[config.mk]
export PLATFORM = sky130hd
export DESIGN_NAME = fp_div_seq
export DESIGN_NICKNAME = d
export VERILOG_FILES = /design/src/rtl/fp_div_seq.sv
export SDC_FILE = /design/constraint.sdc
export NUM_CORES = 1
export LEC_CHECK = 0
export BUFFER_PORTS_ARGS = -buffer_cell sky130_fd_sc_hd__buf_2
export CAP_MARGIN = 40
export CELL_PAD_IN_SITES_DETAIL_PLACEMENT = 0
export CELL_PAD_IN_SITES_GLOBAL_PLACEMENT = 1
export CORE_MARGIN = 4
export CORE_UTILIZATION = 40
export DETAILED_ROUTE_END_ITERATION = 10
export HOLD_SLACK_MARGIN = 0.03
export PLACE_DENSITY_LB_ADDON = 0.1
export SYNTH_ARGS = -nofsm -noshare
export SYNTH_HDL_FRONTEND = slang
export SYNTH_SLANG_ARGS = --single-unit
[constraint.sdc]
create_clock -name fp_clk -period 4.25 [get_ports fp_clk]
set_clock_uncertainty 0.15 [all_clocks]
set_input_delay 0.85 -clock fp_clk [delete_from_list [all_inputs] [get_ports fp_clk]]
set_output_delay 0.85 -clock fp_clk [all_outputs]
set_load 0.1 [all_outputs]
[src/rtl/fp_div_seq.sv]
// Sequential IEEE-754 single-precision divider.
// Radix-2 restoring mantissa datapath, one quotient bit per cycle, RNE rounding.
// Fixed 28-cycle latency from the start edge to done for every operand class.
module fp_div_seq #(
  parameter int unsigned MANT_W = 23,
  parameter int unsigned EXP_W  = 8,
  parameter int unsigned BIAS   = 127,
  parameter int unsigned ITER   = 26
) (
  input  logic                      fp_clk,
  input  logic                      rst_n,
  input  logic                      start,
  input  logic [EXP_W+MANT_W:0]     A,
  input  logic [EXP_W+MANT_W:0]     B,
  output logic [EXP_W+MANT_W:0]     Out,
  output logic                      done,
  output logic                      busy
);

  localparam int unsigned FP_W  = 1 + EXP_W + MANT_W;
  localparam int unsigned SIG_W = MANT_W + 1;          // significand with hidden bit
  localparam int unsigned REM_W = SIG_W + 1;           // restoring remainder
  localparam int unsigned E_W   = EXP_W + 2;           // signed working exponent
  localparam int unsigned CNT_W = $clog2(ITER);

  localparam logic [EXP_W-1:0]        EXP_MAX  = '1;
  localparam logic [CNT_W-1:0]        CNT_LAST = CNT_W'(ITER - 1);
  localparam logic signed [E_W-1:0]   E_INF    = E_W'((1 << EXP_W) - 1);
  localparam logic signed [E_W-1:0]   E_ZERO   = '0;
  localparam logic [FP_W-1:0]         QNAN     = {1'b0, EXP_MAX, 1'b1, (MANT_W-1)'(0)};

  typedef enum logic [1:0] {
    IDLE  = 2'd0,
    DIV   = 2'd1,
    ROUND = 2'd2,
    DONE  = 2'd3
  } state_t;

  state_t                   state;
  logic [CNT_W-1:0]         cnt;
  logic                     sign;
  logic signed [E_W-1:0]    exp_r;
  logic [SIG_W-1:0]         m_b;
  logic [REM_W-1:0]         rem;
  logic [ITER-1:0]          quo;
  logic                     a_zero, b_zero, a_inf, b_inf, any_nan;
  logic [FP_W-1:0]          res;

  // Operand field extraction and classification
  logic [EXP_W-1:0]  exp_a_c, exp_b_c;
  logic [MANT_W-1:0] frac_a_c, frac_b_c;
  logic              a_zero_c, b_zero_c, a_inf_c, b_inf_c, a_nan_c, b_nan_c;

  // Operand classification; exponent 0 (zero or denormal) flushes to zero
  always_comb begin
    exp_a_c  = A[FP_W-2 -: EXP_W];
    exp_b_c  = B[FP_W-2 -: EXP_W];
    frac_a_c = A[MANT_W-1:0];
    frac_b_c = B[MANT_W-1:0];
    a_zero_c = (exp_a_c == '0);
    b_zero_c = (exp_b_c == '0);
    a_inf_c  = (exp_a_c == EXP_MAX) && (frac_a_c == '0);
    b_inf_c  = (exp_b_c == EXP_MAX) && (frac_b_c == '0);
    a_nan_c  = (exp_a_c == EXP_MAX) && (frac_a_c != '0);
    b_nan_c  = (exp_b_c == EXP_MAX) && (frac_b_c != '0);
  end

  // One restoring step: trial subtract, keep on non-negative result
  logic [REM_W-1:0] diff_c, rem_sel_c;
  logic             ge_c;

  // Restoring division step
  always_comb begin
    ge_c      = (rem >= {1'b0, m_b});
    diff_c    = rem - {1'b0, m_b};
    rem_sel_c = ge_c ? diff_c : rem;
  end

  // Normalisation, rounding, exponent limits and special-case selection
  logic                  norm_c, guard_c, sticky_c, rnd_up_c;
  logic [SIG_W-1:0]      sig_c;
  logic [SIG_W:0]        sum_c;
  logic [MANT_W-1:0]     frac_c;
  logic signed [E_W-1:0] e_c;
  logic [FP_W-1:0]       res_c;

  // Result assembly from quotient, remainder and operand classes
  always_comb begin
    norm_c   = quo[ITER-1];
    sig_c    = '0;
    guard_c  = 1'b0;
    sticky_c = 1'b0;
    e_c      = exp_r;
    sum_c    = '0;
    frac_c   = '0;
    res_c    = '0;

    if (norm_c) begin
      sig_c    = quo[ITER-1:2];
      guard_c  = quo[1];
      sticky_c = quo[0] | (|rem);
    end else begin
      // Ratio below one: one more quotient bit becomes significant
      sig_c    = quo[ITER-2:1];
      guard_c  = quo[0];
      sticky_c = |rem;
      e_c      = exp_r - E_W'(1);
    end

    rnd_up_c = guard_c & (sticky_c | sig_c[0]);
    sum_c    = {1'b0, sig_c} + (SIG_W+1)'(rnd_up_c);

    if (sum_c[SIG_W]) begin
      // Rounding carried out of the significand: renormalise
      frac_c = sum_c[MANT_W:1];
      e_c    = e_c + E_W'(1);
    end else begin
      frac_c = sum_c[MANT_W-1:0];
    end

    if (e_c >= E_INF) begin
      res_c = {sign, EXP_MAX, MANT_W'(0)};
    end else if (e_c <= E_ZERO) begin
      res_c = {sign, (FP_W-1)'(0)};
    end else begin
      res_c = {sign, e_c[EXP_W-1:0], frac_c};
    end

    if (any_nan || (a_zero && b_zero) || (a_inf && b_inf)) begin
      res_c = QNAN;
    end else if (a_inf || b_zero) begin
      res_c = {sign, EXP_MAX, MANT_W'(0)};
    end else if (b_inf || a_zero) begin
      res_c = {sign, (FP_W-1)'(0)};
    end
  end

  // Control FSM with datapath registers and registered outputs
  always_ff @(posedge fp_clk) begin
    if (!rst_n) begin
      state   <= IDLE;
      cnt     <= '0;
      sign    <= 1'b0;
      exp_r   <= '0;
      m_b     <= '0;
      rem     <= '0;
      quo     <= '0;
      a_zero  <= 1'b0;
      b_zero  <= 1'b0;
      a_inf   <= 1'b0;
      b_inf   <= 1'b0;
      any_nan <= 1'b0;
      res     <= '0;
      Out     <= '0;
      done    <= 1'b0;
      busy    <= 1'b0;
    end else begin
      case (state)
        IDLE: begin
          done <= 1'b0;
          if (start) begin
            sign    <= A[FP_W-1] ^ B[FP_W-1];
            exp_r   <= E_W'(exp_a_c) - E_W'(exp_b_c) + E_W'(BIAS);
            m_b     <= {~b_zero_c, frac_b_c};
            rem     <= {1'b0, ~a_zero_c, frac_a_c};
            quo     <= '0;
            a_zero  <= a_zero_c;
            b_zero  <= b_zero_c;
            a_inf   <= a_inf_c;
            b_inf   <= b_inf_c;
            any_nan <= a_nan_c | b_nan_c;
            cnt     <= '0;
            busy    <= 1'b1;
            state   <= DIV;
          end
        end

        DIV: begin
          // Partial remainder stays below 2*m_b, so the shift loses nothing
          rem <= {rem_sel_c[REM_W-2:0], 1'b0};
          quo <= {quo[ITER-2:0], ge_c};
          cnt <= cnt + 1'b1;
          if (cnt == CNT_LAST) begin
            state <= ROUND;
          end
        end

        ROUND: begin
          res   <= res_c;
          state <= DONE;
        end

        DONE: begin
          // First DONE cycle publishes the result; second retires to IDLE
          if (!done) begin
            Out  <= res;
            done <= 1'b1;
          end else begin
            done  <= 1'b0;
            busy  <= 1'b0;
            state <= IDLE;
          end
        end

        default: begin
          state <= IDLE;
        end
      endcase
    end
  end

endmodule

[Word level (Yosys, flattened, before mapping)]
Cells that the tools add are included.
Storage, ports and cells
  bits in registers: 164
  bits of input ports: 67
  output and inout bits: 34
  word-level logic and storage cells: 95
Cells by class
  $add $sub $neg: 7
  $lt $le $gt $ge: 3
  eq/ne operators: 9
  muxes and demuxes: 27
  bitwise gates (word level): 8
  reduce and logical (&&, ||, !) cells: 25
Operator list (number)
  31-bit 2-to-1 mux: 4
  26-bit one-hot mux with 2 select lines: 1
  25-bit one-hot mux with 2 select lines: 1
  24-bit 2-to-1 mux: 2
  23-bit logical NOT: 2
  23-bit nonzero test: 2
  32-bit 2-to-1 mux: 1
  26-bit 2-to-1 mux: 1
  24-bit by 1-bit adder with 25-bit output: 1
  25-bit by 24-bit >= comparator with 1-bit output: 1
  25-bit 2-to-1 mux: 1
  25-bit OR reduction: 1
  24-bit subtractor: 1
  23-bit 2-to-1 mux: 1
  10-bit 2-to-1 mux: 2
  8-bit == test, second input constant: 2
  8-bit logical NOT: 2
  10-bit by 2-bit adder with 10-bit output, second input constant: 1
  9-bit by 8-bit adder with 10-bit output, second input constant: 1
  10-bit by 9-bit >= comparator with 1-bit output, second input constant: 1
  10-bit by 1-bit less-or-equal comparator with 1-bit output, second input constant: 1
  5-bit one-hot mux with 2 select lines: 1
  10-bit by 2-bit subtractor with 10-bit output, second input constant: 1
  8-bit by 8-bit subtractor with 9-bit output: 1
  other kinds (20): 46

[Longest topological paths before layout]
  depth after elaboration: 13
  mapped depth: 18
  depth with buffers taken out: 13

[Worst setup path after synthesis]
No wires, ideal clock.
  path kind: register to register
  from: register quo[25]
  to: register res[23]
  library setup time: 0.122 ns
  arrival: 4.145 ns
  required time: 3.978 ns
  slack: -0.167 ns
  cell stages (with the launch flop): 17
  path buffers: 7
  clock period less this slack: 4.417 ns
  cell sequence: dfxtp_1 > buf_6 > buf_6 > buf_6 > clkbuf_1 > clkbuf_1 > clkbuf_1 > mux2_2 > ha_1 > and3_1 > o2111a_1 > and4_1 > clkbuf_1 > or4_1 > a221oi_2 > a21oi_1 > a221o_1
Between the ends
  longest elaborated chain between the ends: 11
  elaborated cells between the ends (all ways): 16
  those cells by class: add/sub: 2; order compare: 2; mux: 10; bitwise: 2
RTL lines
  start, declared: line 45  | logic [ITER-1:0] quo;
  start signal, assigned: line 181  | quo <= {quo[ITER-2:0], ge_c};
  1-bit 2-to-1 mux / 24-bit 2-to-1 mux (equally long branches): line 98  | if (norm_c) begin
  1-bit OR: line 110  | rnd_up_c = guard_c & (sticky_c | sig_c[0]);
  1-bit AND: line 110
  24-bit by 1-bit adder with 25-bit output: line 111  | sum_c = {1'b0, sig_c} + (SIG_W+1)'(rnd_up_c);
  10-bit 2-to-1 mux *: line 113  | if (sum_c[SIG_W]) begin
  10-bit by 1-bit less-or-equal comparator with 1-bit output: line 123  | end else if (e_c <= E_ZERO) begin
  31-bit 2-to-1 mux: line 123
  31-bit 2-to-1 mux *: line 121  | if (e_c >= E_INF) begin
  31-bit 2-to-1 mux *: line 133  | end else if (b_inf || a_zero) begin
  31-bit 2-to-1 mux *: line 131  | end else if (a_inf || b_zero) begin
  32-bit 2-to-1 mux *: line 129  | if (any_nan || (a_zero && b_zero) || (a_inf && b_inf)) begin
  end signal, assigned: line 189  | res <= res_c;
  end, declared: line 47  | logic [FP_W-1:0] res;
Mark *: on every way between the ends. The rest lies on a longest branch, timed or not.
A chain may end at the register's enable or synchronous reset.

[Final worst setup path]
  from: register quo[25]
  to: register res[21]
Between the ends
  longest elaborated chain between the ends: 11
  elaborated cells between the ends (all ways): 17
  those cells by class: add/sub: 2; order compare: 2; mux: 11; bitwise: 2
RTL lines (line)
  1-bit 2-to-1 mux / 24-bit 2-to-1 mux (equally long branches): 98
  1-bit OR: 110
  1-bit AND: 110
  24-bit by 1-bit adder with 25-bit output: 111
  10-bit 2-to-1 mux: 113
  10-bit by 1-bit less-or-equal comparator with 1-bit output: 123
  31-bit 2-to-1 mux: 123
  31-bit 2-to-1 mux *: 121
  31-bit 2-to-1 mux *: 133
  31-bit 2-to-1 mux *: 131
  32-bit 2-to-1 mux *: 129
Marks and branches as above.

==> impl.org <==
** Logic synthesis
- The cell area that synthesis handed to floorplanning was 9970 µm².
- FFs w/ async S/R, synth :: 0
- The synthesized netlist contains 85 unique library cells.
- The share of synthesized area in the top cell type comes to 0.329.
- Synthesis produced a netlist with a net count of 1357.
- For this run, the leading register cell type out of synthesis is dfxtp_1.
- Counting flops and latches in the post-synthesis netlist gives 164.
- Dominant cells by area after synthesis :: dfxtp_1, nand2_1, a21oi_1, ha_1, nor2_1
- In this run, synthesis inferred 0 flip-flops with an integrated enable.
- Yosys printed 0 warnings.
- The biggest area contributor in the post-synthesis netlist is dfxtp_1.
- Post-Syn Area per Cell :: 8.00 µm²
- Number of cells produced by synthesis :: 1246
- Post-synthesis sequential area ratio :: 0.329

** Pwr
- Overall power consumption after layout is estimated at 7990 µW.
- Pwr per Cell Area :: 702 nW/µm²
- Worst vdd rail ir drop :: 0.485 mV
- Leakage :: 0.00440 µW

** Detailed routing
- DRC violation count after routing :: 0
- Iteration-0 DRC count of the detailed router :: 561
- After detailed routing, the number of vias per cell comes to 5.53.
- Antenna viol nets, final :: 0
- Average wire per standard cell :: 16.9 µm
- DRT Pass-1 Iters :: 5
- Summing over every cut layer, the via total after detailed routing is 9106.
- Routed wire length :: 27.8 mm

** Floorplan
- Starting Density :: 0.409
- The core region is 24400 µm².
- Number of placement rows :: 57
- The die is 166 µm tall.
- The die covers 27500 µm².
- Floorplan die width :: 166 µm
- I/O pin total :: 101

** STA
- Final period util :: 0.878
- Setup violations remaining at the end of the flow were counted as 0.
- For the finished layout, the period the worst path requires is 3730 ps.
- RSZ-0062 raised after global routing :: false
- Worst-margin pin slew :: 771 ps
- Setup total negative slack on the finished layout was measured at 0 ps.
- In the post-route analysis, the smallest setup slack over all paths is 518 ps.
- For this run, the top clock speed supported by timing is 268 MHz.
- The hold violation count in the final report came to 0.
- Number of max-slew violations in the final report :: 0
- In this run the tightest slew margin relative to its limit is 0.481.

** Worst setup path
- Endpoint required time on the critical path :: 4430 ps
- The worst setup path is launched from a register.
- In this run the worst path has a maximum fanout of 35.
- Setup CP Type :: register to register
- Data arrives at the worst endpoint at 3910 ps.
- Critical path endpoint category :: register
- The number of cells on the worst reg-to-reg path is 10.
- Reg2reg setup slack :: 520 ps
- In this run the critical register-to-register path is launched from quo[25].
- The worst register-to-register path ends at res[21].

** Place
- RePlAce Congestion :: 0.850
- The wire-length estimate of the detail-placed layout is 20.9 mm.
- Placement Setup Slack :: 481 ps
- Input/output buffers :: 100

** Global route
- Global-route wire length before repair :: 45.7 mm
- The via count of the first global-routing pass came to 8675.
- Total track usage :: 0.198
- Entering global routing, the biggest net connects 76 pins.
- After global routing the overflow that remains totals 0.
- Antenna violations before repair :: 2

** Clock network
- Number of levels the H-tree was split into :: 4
- Later-pin clock latency in the skew report :: 430 ps
- Clock Sinks :: 164
- Post-cts sizing count :: 0
- In this run, CTS created clock tree buffers numbering 17.
- Maximum clock path buffer count :: 2
- Root Buffer Master :: clkbuf_16
- Number of buffers inserted by post-CTS setup repair :: 0
- TritonCTS built the clock tree.
- For this design, the CTS-stage hold fixing added 0 buffers.
- Clock slew seen by the registers of the worst setup and hold paths :: 70 ps

** Final layout
- In the final layout, the share of cells above drive strength 1 is 0.166.
- Final net count :: 1420
- The library cells used most frequently in the layout, excluding fill and tap cells, are nand2_1, dfxtp_1, a21oi_1, buf_2, nor2_1.
- Area growth syn-to-layout :: 14.1%
- For this run, the share of the core covered by cells in the final layout is 0.466.
- Antenna diode count :: 0
- Most frequent standard cell in the layout excluding fill and tap cells :: nand2_1

** Status
- The run finished with clean final reports.

** Min path
- The min-delay analysis places its worst path in the category register to register.
- Hold Path Origin :: res[1]
- Number of cells traversed by the worst hold path :: 2
- The path with the worst hold slack has its endpoint at res[1].

** Run
- Across the run, the number of max-cap violations was 0.
==> kinds of logic (layout without fill, tap and decap cells) <==
group                    count (synthesis)  in the layout  share of synthesized area
AO/OA/AOI/OAI                          379            379                      0.260
flip-flops                             164            164                      0.329
buffers and inverters                  139            215                     0.0560
multiplexers                            26             26                     0.0272
XOR/XNOR                                62             62                     0.0583
AND/OR/NAND/NOR                        432            432                      0.212
adder cells (fa/ha/maj)                 44             44                     0.0567
==> layer usage <==
layer,global-route usage,up-vias,share of wire
li1,-,4646,-
met1,0.274,4257,0.49
met2,0.323,164,0.46
met3,0.0331,37,0.036
met4,0.0513,2,0.018
met5,0,-,0.00047
==> flip-flops by register name, indices dropped and copies added, names as in the netlist <==
| name | cells |
|---|---|
| Out | 32 |
| b_zero | 1 |
| busy | 1 |
| m_b | 24 |
| b_inf | 1 |
| res | 32 |
| exp_r | 10 |
| sign | 1 |
| rem | 25 |
| cnt | 5 |
| done | 1 |
| any_nan | 1 |
| state | 2 |
| quo | 26 |
| a_inf | 1 |
| a_zero | 1 |
==> stage by stage <==
step                      hold WS [ps]  std cells  instance area (µm²)
after global placement             282       1613                10700
after CTS                          297       1646                11400
final                              297       1646                11400
after detailed placement           287       1614                10800
after floorplan                    265       1246                 9970
after global routing               319       1646                11400
==> how the worst max path moves through the flow <==
stage / startpoint / endpoint / cells past startpoint
2_1_floorplan: quo[25] / res[23] / 16
3_3_place_gp: A[23] / exp_r[7] / 12
6_report: quo[25] / res[21] / 10
5_1_grt: quo[25] / res[21] / 11
3_5_place_dp: A[23] / exp_r[7] / 12
4_1_cts: quo[25] / res[21] / 10
==> power breakdown <==
part	internal [µW]	switching, µW	leakage [µW]	total (µW)
clock	940	702	0.000301	1640
sequential	1770	268	0.00133	2040
combinational	1740	2570	0.00276	4310
==> worst max-delay path: stages, from the launching register on <==
cell	delay, ps
dfxtp_2	550
buf_4	410
nand3_1	200
a211oi_2	360
nand4_1	280
buf_4	230
or4_1	490
a221oi_2	390
a211oi_4	180
buf_4	180
a32o_1	200
==> final cells by class <==
type / count / area (µm²)
fill: 2526 / 13000
multi-input combinational: 943 / 6130
sequential: 164 / 3280
timing repair buffer: 127 / 723
clock buffer: 17 / 425
tap: 324 / 405
inverter: 56 / 213
clock inverter: 15 / 189
==> synthesized netlist by cell type (13+ instances only) <==
library cell,n
nand3_1,23
a21o_1,13
nand2_1,168
a21oi_1,110
dfxtp_1,164
a22oi_1,39
nor2_1,95
inv_1,55
o21ai_0,44
xor2_1,22
xnor2_1,35
a22o_1,20
clkbuf_1,68
and2_1,15
o21ai_2,16
nor3_1,16
mux2i_1,17
a211oi_1,17
nor4_1,24
ha_1,42
a31oi_1,26
nand4_1,22
No activity file was read; power rests on OpenSTA's default activity.
